$ cat src/rtl/ysyx_25030081_lsu_pkg.sv
// Shared LSU definitions: FSM states, mem_op encodings and the bus request payload.
package ysyx_25030081_lsu_pkg;

   localparam int unsigned XLEN   = 32;
   localparam int unsigned STRB_W = XLEN / 8;

   // Must match the encodings the control unit drives on mem_op.
   localparam logic [2:0] MEM_OP_B  = 3'b000;
   localparam logic [2:0] MEM_OP_H  = 3'b001;
   localparam logic [2:0] MEM_OP_W  = 3'b010;
   localparam logic [2:0] MEM_OP_BU = 3'b100;
   localparam logic [2:0] MEM_OP_HU = 3'b101;

   typedef enum logic [1:0] {
      ST_IDLE = 2'd0,
      ST_REQ  = 2'd1,
      ST_RESP = 2'd2,
      ST_DONE = 2'd3
   } lsu_state_e;

   typedef struct packed {
      logic [XLEN-1:0]   addr;
      logic              wen;
      logic [XLEN-1:0]   wdata;
      logic [STRB_W-1:0] wstrb;
   } mem_req_t;

   // Word accesses need addr[1:0]==0, half accesses need addr[0]==0.
   function automatic logic is_misaligned(input logic [2:0] op, input logic [1:0] lo);
      logic mis;
      mis = 1'b0;
      if (op[1])
         mis = (lo != 2'b00);
      else if (op[0])
         mis = lo[0];
      return mis;
   endfunction

endpackage

$ cat src/rtl/ysyx_25030081_lsu_align.sv
// Store lane replication / strobe generation and load extract / extend.
module ysyx_25030081_lsu_align
   import ysyx_25030081_lsu_pkg::*;
(
   input  logic [1:0]        addr_lo,
   input  logic [2:0]        op,
   input  logic [XLEN-1:0]   wdata,
   input  logic [XLEN-1:0]   rdata,
   output logic [XLEN-1:0]   lane_wdata_c,
   output logic [STRB_W-1:0] wstrb_c,
   output logic [XLEN-1:0]   ext_rdata_c
);

   logic            is_word;
   logic            is_half;
   logic            is_unsigned;
   logic [XLEN-1:0] shifted;

   assign is_word     = op[1];
   assign is_half     = (op[1:0] == MEM_OP_H[1:0]);
   assign is_unsigned = op[2];
   assign shifted     = rdata >> {addr_lo, 3'b000};

   always_comb begin
      lane_wdata_c = wdata;
      wstrb_c      = 4'b1111;
      ext_rdata_c  = shifted;
      if (!is_word) begin
         if (is_half) begin
            lane_wdata_c = {2{wdata[15:0]}};
            wstrb_c      = 4'b0011 << addr_lo;
            ext_rdata_c  = is_unsigned ? {16'h0000, shifted[15:0]}
                                       : {{16{shifted[15]}}, shifted[15:0]};
         end else begin
            lane_wdata_c = {4{wdata[7:0]}};
            wstrb_c      = 4'b0001 << addr_lo;
            ext_rdata_c  = is_unsigned ? {24'h000000, shifted[7:0]}
                                       : {{24{shifted[7]}}, shifted[7:0]};
         end
      end
   end

endmodule

$ cat src/rtl/ysyx_25030081_lsu.sv
// Load/store unit: one valid/ready bus transaction per accepted request.
module ysyx_25030081_lsu
   import ysyx_25030081_lsu_pkg::*;
#(
   parameter int unsigned TIMEOUT_CYC = 1023,
   parameter int unsigned TCNT_W      = 10
) (
   input  logic        clk,
   input  logic        rst_n,
   input  logic        in_valid,
   output logic        in_ready,
   input  logic [31:0] in_addr,
   input  logic [31:0] in_wdata,
   input  logic        in_wen,
   input  logic        in_ren,
   input  logic [2:0]  in_op,
   output logic        out_valid,
   input  logic        out_ready,
   output logic [31:0] out_rdata,
   output logic        out_err,
   output logic        mem_req_valid,
   input  logic        mem_req_ready,
   output logic [31:0] mem_req_addr,
   output logic        mem_req_wen,
   output logic [31:0] mem_req_wdata,
   output logic [3:0]  mem_req_wstrb,
   input  logic        mem_resp_valid,
   output logic        mem_resp_ready,
   input  logic [31:0] mem_resp_rdata,
   input  logic        mem_resp_err
);

   localparam logic [TCNT_W-1:0] TCNT_LAST = TCNT_W'(TIMEOUT_CYC - 1);

   lsu_state_e        state;
   mem_req_t          req_q;
   logic              wen_q;
   logic [1:0]        addr_lo_q;
   logic [2:0]        op_q;
   logic [TCNT_W-1:0] tcnt;

   logic [1:0]        sel_lo;
   logic [2:0]        sel_op;
   logic [31:0]       lane_wdata_c;
   logic [3:0]        wstrb_c;
   logic [31:0]       ext_rdata_c;

   // Stores are aligned from the live inputs at accept; loads extract from the latched request.
   assign sel_lo = (state == ST_IDLE) ? in_addr[1:0] : addr_lo_q;
   assign sel_op = (state == ST_IDLE) ? in_op        : op_q;

   ysyx_25030081_lsu_align u_align (
      .addr_lo      (sel_lo),
      .op           (sel_op),
      .wdata        (in_wdata),
      .rdata        (mem_resp_rdata),
      .lane_wdata_c (lane_wdata_c),
      .wstrb_c      (wstrb_c),
      .ext_rdata_c  (ext_rdata_c)
   );

   assign mem_req_addr  = req_q.addr;
   assign mem_req_wen   = req_q.wen;
   assign mem_req_wdata = req_q.wdata;
   assign mem_req_wstrb = req_q.wstrb;

   always_ff @(posedge clk) begin
      if (!rst_n) begin
         state          <= ST_IDLE;
         in_ready       <= 1'b1;
         out_valid      <= 1'b0;
         out_rdata      <= '0;
         out_err        <= 1'b0;
         mem_req_valid  <= 1'b0;
         mem_resp_ready <= 1'b0;
         req_q          <= '0;
         wen_q          <= 1'b0;
         addr_lo_q      <= 2'b00;
         op_q           <= 3'b000;
         tcnt           <= '0;
      end else begin
         case (state)
            ST_IDLE: begin
               if (in_valid) begin
                  in_ready  <= 1'b0;
                  wen_q     <= in_wen;
                  addr_lo_q <= in_addr[1:0];
                  op_q      <= in_op;
                  tcnt      <= '0;
                  if (!in_wen && !in_ren) begin
                     state     <= ST_DONE;
                     out_valid <= 1'b1;
                     out_rdata <= '0;
                     out_err   <= 1'b0;
                  end else if (is_misaligned(in_op, in_addr[1:0])) begin
                     state     <= ST_DONE;
                     out_valid <= 1'b1;
                     out_rdata <= '0;
                     out_err   <= 1'b1;
                  end else begin
                     state         <= ST_REQ;
                     mem_req_valid <= 1'b1;
                     req_q.addr    <= {in_addr[31:2], 2'b00};
                     req_q.wen     <= in_wen;
                     req_q.wdata   <= in_wen ? lane_wdata_c : 32'h0;
                     req_q.wstrb   <= in_wen ? wstrb_c : 4'b0000;
                  end
               end
            end
            ST_REQ: begin
               if (mem_req_ready) begin
                  state          <= ST_RESP;
                  mem_req_valid  <= 1'b0;
                  mem_resp_ready <= 1'b1;
               end
            end
            ST_RESP: begin
               // A response in the timeout cycle takes precedence over the abort.
               if (mem_resp_valid) begin
                  state          <= ST_DONE;
                  mem_resp_ready <= 1'b0;
                  out_valid      <= 1'b1;
                  out_rdata      <= wen_q ? 32'h0 : ext_rdata_c;
                  out_err        <= mem_resp_err;
               end else if ((TIMEOUT_CYC != 0) && (tcnt == TCNT_LAST)) begin
                  state          <= ST_DONE;
                  mem_resp_ready <= 1'b0;
                  out_valid      <= 1'b1;
                  out_rdata      <= '0;
                  out_err        <= 1'b1;
               end else begin
                  tcnt <= tcnt + TCNT_W'(1);
               end
            end
            ST_DONE: begin
               if (out_ready) begin
                  state     <= ST_IDLE;
                  out_valid <= 1'b0;
                  in_ready  <= 1'b1;
               end
            end
            default: state <= ST_IDLE;
         endcase
      end
   end

endmodule

$ cat config.mk
export PLATFORM = sky130hd
export DESIGN_NAME = ysyx_25030081_lsu
export DESIGN_NICKNAME = d
export VERILOG_FILES = /design/src/rtl/ysyx_25030081_lsu_pkg.sv /design/src/rtl/ysyx_25030081_lsu_align.sv /design/src/rtl/ysyx_25030081_lsu.sv
export SDC_FILE = /design/constraint.sdc
export NUM_CORES = 1
export LEC_CHECK = 0
export ABC_CLOCK_PERIOD_IN_PS = 3000
export CORE_UTILIZATION = 45
export CTS_CLUSTER_SIZE = 24
export DETAILED_ROUTE_END_ITERATION = 8
export MAX_ROUTING_LAYER = met4
export PLACE_DENSITY = 0.93
export SLEW_MARGIN = 10
export SYNTH_ARGS = -nofsm -noshare
export SYNTH_HDL_FRONTEND = slang
export SYNTH_SLANG_ARGS = --single-unit
$ cat constraint.sdc
create_clock -name clk -period 3 [get_ports clk]
set_input_delay 0.6 -clock clk [delete_from_list [all_inputs] [get_ports clk]]
set_output_delay 0.6 -clock clk [all_outputs]
set_load 0.01 [all_outputs]
---- Word-level counts from Yosys, hierarchy flattened ----
Index checks and enable logic that the tools add are counted.
cells by class
  multiplexer cells ....................... 60
  reduce and logical (&&, ||, !) cells .... 19
  shifts and indexed selects .............. 3
  eq/ne operators ......................... 14
  bitwise operators ....................... 2
  add/sub/neg operators ................... 1
operators by type and width
  kind                     count
  $mux W32                 13
  $pmux W32 S2             1
  $shr A32 B5 Y32          1
  $mux W10                 3
  $mux W1                  24
  $pmux W10 S2             1
  $mux W2                  8
  $reduce_and A4 Y1        4
  $ne A2 B2 Y1 const B     7
  $mux W4                  3
  $add A10 B1 Y10 const B  1
  $eq A10 B10 Y1 const B   1
  $reduce_and A5 Y1        2
  $reduce_bool A2 Y1       5
  $pmux W1 S2              4
  $pmux W2 S4              1
  $reduce_and A3 Y1        2
  $eq A2 B1 Y1 const B     2
  $eq A2 B2 Y1 const B     2
  $shl A1 B2 Y4 const A    1
  $shl A2 B2 Y4 const A    1
  $mux W3                  1
  $ne A3 B1 Y1 const B     1
  $ne A3 B3 Y1 const B     1
  other kinds (7)          9
word-level totals
  output and inout bits ................... 106
  flip-flop bits (word level) ............. 122
  logic and storage cells ................. 114
  input port bits ......................... 108

---- Longest topological paths before layout ----
  depth after elaboration ................. 10
  gate-level depth with buffers ........... 11
  gate-level depth less buffers ........... 7

---- By module ----
A second synthesis with hierarchy kept.
unflattened totals
  cells, all modules ...................... 744
  area, all modules ....................... 6200.9 um2
modules (own cells, without submodules)
  module                   times used  area each (um2)  cells an instance  seq. area each (um2)
  ysyx_25030081_lsu        1           4953.5           557                2442.3
  ysyx_25030081_lsu_align  1           1247.4           187                0.0

---- Worst setup path after synthesis ----
OpenSTA, ideal clock, no wires.
  kind .................................... register to register
  start point ............................. register state[0]
  end point ............................... register req_q, in the netlist mem_req_wdata[10]
  path buffers ............................ 3
  cell stages (with the launch flop) ...... 10
  library setup time ...................... 128 ps
  arrival ................................. 2018 ps
  period minus slack after synthesis ...... 2145 ps
  data required time ...................... 2872 ps
  slack ................................... 855 ps
  cells stage by stage .................... dfxtp_1 inv_1 ha_1 buf_6 buf_8 a21oi_2 buf_4 mux2_2 a22oi_1 nor2_1
on the way
  longest elaborated chain between the ends .. 6
  elaborated cells between the ends (all ways) .. 7
  those cells by class .................... eq/ne (1); mux (4); reduce/logical (2)
ends and longest elaborated chain
  element                 line                                              RTL
  from (decl)             ysyx_25030081_lsu.sv:35                           lsu_state_e state;
  from (signal assigned)  ysyx_25030081_lsu.sv:69                           state <= ST_IDLE;
  from (signal assigned)  ysyx_25030081_lsu.sv:91                           state <= ST_DONE;
  from (signal assigned)  ysyx_25030081_lsu.sv:96                           state <= ST_DONE;
  $logic_not A2 Y1 *      ysyx_25030081_lsu.sv:50, ysyx_25030081_lsu.sv:82
  $mux W3                 ysyx_25030081_lsu.sv:50                           assign sel_op = (state == ST_IDLE) ? in_op : op_q;
  $eq A2 B1 Y1            ysyx_25030081_lsu_align.sv:20                     assign is_half = (op[1:0] == MEM_OP_H[1:0]);
  $mux W32                ysyx_25030081_lsu_align.sv:29                     if (is_half) begin
  $mux W32                ysyx_25030081_lsu_align.sv:28                     if (!is_word) begin
  $mux W32                ysyx_25030081_lsu.sv:105                          req_q.wdata <= in_wen ? lane_wdata_c : 32'h0;
  to (decl)               ysyx_25030081_lsu.sv:36                           mem_req_t req_q;
Mark *: on every way between the ends. The rest lies on a longest branch, timed or not.
A chain may end at the register's enable or synchronous reset.

---- Worst setup path in the final report ----
  start point ............................. register state[0]
  end point ............................... register out_rdata[21]
on the way
  longest elaborated chain between the ends .. 9
  elaborated cells between the ends (all ways) .. 18
  those cells by class .................... eq/ne (5); shift (1); mux (9); reduce/logical (3)
ends and longest elaborated chain
  element                             line                                                                       RTL
  $logic_not A2 Y1                    ysyx_25030081_lsu.sv:49, ysyx_25030081_lsu.sv:50, ysyx_25030081_lsu.sv:82
  $mux W2                             ysyx_25030081_lsu.sv:49                                                    assign sel_lo = (state == ST_IDLE) ? in_addr[1:0] : addr_lo_q;
  $shr A32 B5 Y32                     ysyx_25030081_lsu_align.sv:22                                              assign shifted = rdata >> {addr_lo, 3'b000};
  $mux W32, on equally long branches  ysyx_25030081_lsu_align.sv:37, ysyx_25030081_lsu_align.sv:32
  $mux W32                            ysyx_25030081_lsu_align.sv:29
  $mux W32                            ysyx_25030081_lsu_align.sv:28
  $mux W32                            ysyx_25030081_lsu.sv:123                                                   out_rdata <= wen_q ? 32'h0 : ext_rdata_c;
  $mux W32                            ysyx_25030081_lsu.sv:119                                                   if (mem_resp_valid) begin
  $pmux W32 S2                        ysyx_25030081_lsu.sv:82                                                    case (state)
  to (signal assigned)                ysyx_25030081_lsu.sv:123
  to (decl)                           ysyx_25030081_lsu.sv:19                                                    output logic [31:0] out_rdata,
Several ways; a longest one is shown, not always the timed one.

==> results by group <==
Synthesis
  – Unique masters post-synth: 61
  – Yosys reg bits: 122
  – Fraction of registers with async set/reset: 0%
  – EDFF count, synth: 0
  – Avg Cell Area, Syn: 8.094 µm²
  – Yosys synthesis warning count: 0
  – Mapped Area: 0.005803 mm²
  – Post-synthesis sequential area ratio: 42.09%
  – Top_reg_cell synth: dfxtp_1
  – Syn Inst Count: 717

Critical path
  – Critical path required time: 3.31 ns
  – Critical Path Sink Type: flop
  – Worst EP arrival: 2.88 ns
  – Critical path type: flop to flop
  – Worst setup SP type: flop
  – Critical-path maximum fanout: 24

Place
  – Routability congestion estimate: 0.8352
  – Final HPWL from detailed placement: 12920 µm
  – Placed insts: 1074
  – Placement Cell Area: 0.008066 mm²
  – Dpl ws: 0.2481 ns
  – # port buffers: 211

Clocking
  – TritonCTS clock tree: yes
  – CTS sink cnt: 122
  – Worst-skew pair later-pin latency: 0.41 ns
  – Clk pin slew, worst setup/hold paths: 0.06 ns
  – Clock Tree Root: clkbuf_16
  – Hold-fix buffers, CTS: 0
  – H-Tree Depth: 4
  – Cts bufs inserted: 17
  – CTS Buffer Depth: 2

STA
  – Setup TNS: 0 ns
  – Unrepaired setup endpoints after global routing: false
  – Layout Skew: 0.008332 ns
  – Final worst hold slack: 0.4481 ns
  – Worst setup slack after layout: 0.4337 ns
  – Slew Limit Fails: 0
  – Slew at the pin with the worst max-slew slack: 0.8406 ns
  – Period utilisation layout: 85.54%
  – Period minus WS final: 2.566 ns
  – Relative slew slack: 43.96%
  – Final hold vios: 0
  – Final setup vio count: 0
  – Max frequency: 0.3897 GHz

Power
  – Int Power: 4.493 mW
  – Clock power frac: 34.6%
  – Pwr Total: 6.776 mW
  – Net Sw Power: 2.282 mW
  – Lkg Pwr: 3.267 nW
  – Combinational share of power: 37.6%
  – Reg power frac: 27.8%
  – Power Dens Cells: 774.1 mW/mm²
  – Worst vdd ir: 0.0004764 V
  – Net Sw Frac: 33.69%

Global route
  – Number of global-route vias before repair: 5785
  – Pin count of the biggest net entering global routing: 79
  – Remaining global-route overflow: 0
  – First-pass GRT wire length: 28080 µm
  – Initial antenna violation count: 0
  – Global Route Usage Sum: 28.09%

Run
  – Maxcap violations: 0

Floorplan
  – Die height: 115.6 µm
  – Die width: 115.6 µm
  – Cell Rows: 41
  – Die Area: 0.01335 mm²
  – Initial Util: 45.98%
  – Core Area: 0.01262 mm²
  – Ports: 214

Detailed routing
  – Antenna-violating nets left: 0
  – Average vias per placed instance: 5.502
  – Drt pass-1 iters: 6
  – Vias: 6085
  – DR WL/cell: 16.69 µm
  – Starting DRT DRC Count: 606
  – Residual DRC: 0
  – Final WL: 18460 µm

Final layout
  – # diodes: 0
  – Final Instance Area: 0.008753 mm²
  – Nets: 1035
  – Final cell count without fillers: 1106
  – Fillers: 1002
  – Area growth from synthesis to layout: 50.84%
  – Share of post-route cells with drive strength above 1: 9.957%
  – Finished Core Util: 69.36%

Run status
  – Outcome: finished, final reports clean

Min path
  – Hold Path Class: flop to flop
[routing by layer]
layer | part of all wire, % | GRT usage, % | vias up
met5 | 0 | - | -
met4 | 3.4 | 14.55 | 0
met3 | 7.0 | 6.276 | 48
met2 | 49 | 46.43 | 288
met1 | 41 | 31.81 | 2838
li1 | - | - | 2911
[cells by family (layout without fill, tap and decap cells)]
family | Yosys count | in the layout | share of synthesized area (%)
xor gates and xnor gates | 6 | 6 | 0.9056
adders and majority gates | 6 | 6 | 1.294
and+or+nand+nor | 276 | 276 | 19.86
muxes | 31 | 31 | 6.059
AOI/OAI and AO/OA | 209 | 209 | 23.57
buffers and inverters | 66 | 282 | 6.166
DFF | 122 | 122 | 42.09
other | 1 | 2 | 0.06462
[cell usage in the layout (no fill, tap or decap), drive strengths merged, types with 10 or more instances in the layout]
cell / count
nand2: 186
mux2: 17
o21ai: 25
inv: 15
clkdlybuf4s50: 211
clkbuf: 20
a22oi: 15
o31ai: 25
nor2: 47
a21oi: 88
mux2i: 14
buf: 24
dfxtp: 122
o22ai: 10
[cell usage after synthesis, types with 7 or more instances]
| master | n | area, µm² |
|---|---|---|
| nor2_1 | 46 | 172.7 |
| mux2i_1 | 11 | 110.1 |
| inv_1 | 14 | 52.55 |
| mux2_2 | 17 | 191.4 |
| a22o_1 | 7 | 61.31 |
| a211oi_1 | 9 | 67.56 |
| buf_4 | 7 | 52.55 |
| or3_1 | 8 | 50.05 |
| a22oi_1 | 15 | 112.6 |
| a21oi_1 | 86 | 430.4 |
| dfxtp_1 | 122 | 2442 |
| o31ai_1 | 24 | 180.2 |
| clkbuf_1 | 14 | 52.55 |
| buf_2 | 22 | 110.1 |
| o21ai_0 | 23 | 115.1 |
| a221oi_1 | 7 | 61.31 |
| o22ai_1 | 10 | 62.56 |
| nand2_1 | 185 | 694.4 |
[power by group through the flow]
stage               Combinational (mW)  Sequential [mW]  Clock [mW]
floorplan                         1.64             1.96           0
global placement                  2.45             1.90           0
detailed placement                2.49             1.91           0
CTS                               2.51             1.88        2.38
global route                      2.75             1.90        2.44
finish                            2.55             1.88        2.35
[state kept, by name, indices dropped and copies added (netlist names)]
name	count
addr_lo_q	2
in_ready	1
mem_req_addr	30
mem_req_valid	1
mem_req_wdata	32
mem_req_wen	1
mem_req_wstrb	4
mem_resp_ready	1
op_q	3
out_err	1
out_rdata	32
out_valid	1
state	2
tcnt	10
wen_q	1
[repair_timing]
action / CTS / global route
setup endpoints to repair: 0 / 1
endpoints found under the hold margin: 0 / 0
resized for setup: 0 / 1
buffers inserted: 0 / 0
[path summary, 6_finish.rpt]
| kind | from | endpoint | slack [ns] | depth (start not counted) |
|---|---|---|---|---|
| max reg2reg | state[0] | out_rdata[21] | 0.43 | 9 |
| max | state[0] | out_rdata[21] | 0.43 | 9 |
| min reg2reg | out_rdata[15] | out_rdata[15] | 0.45 | 2 |
| min | out_rdata[15] | out_rdata[15] | 0.45 | 2 |
[worst max-delay path, stage by stage, from the launching register on]
cell and delay (ns):
dfxtp_1 0.35, inv_1 0.10, ha_2 0.40, buf_4 0.23, mux2i_1 0.47, nand2_1 0.12, a21oi_2 0.18, a311oi_4 0.06
buf_4 0.26, o31ai_1 0.29
[final cells by class]
type / instances / area [µm²] / area share, %
multi-input combinational: 530 / 3025 / 34.56
sequential: 122 / 2442 / 27.90
timing repair buffer: 235 / 2330 / 26.62
clock buffer: 20 / 466.7 / 5.332
clock inverter: 12 / 217.7 / 2.487
tap: 172 / 215.2 / 2.459
inverter: 15 / 56.30 / 0.6432
Note: power is estimated with default switching activity, not from simulation.
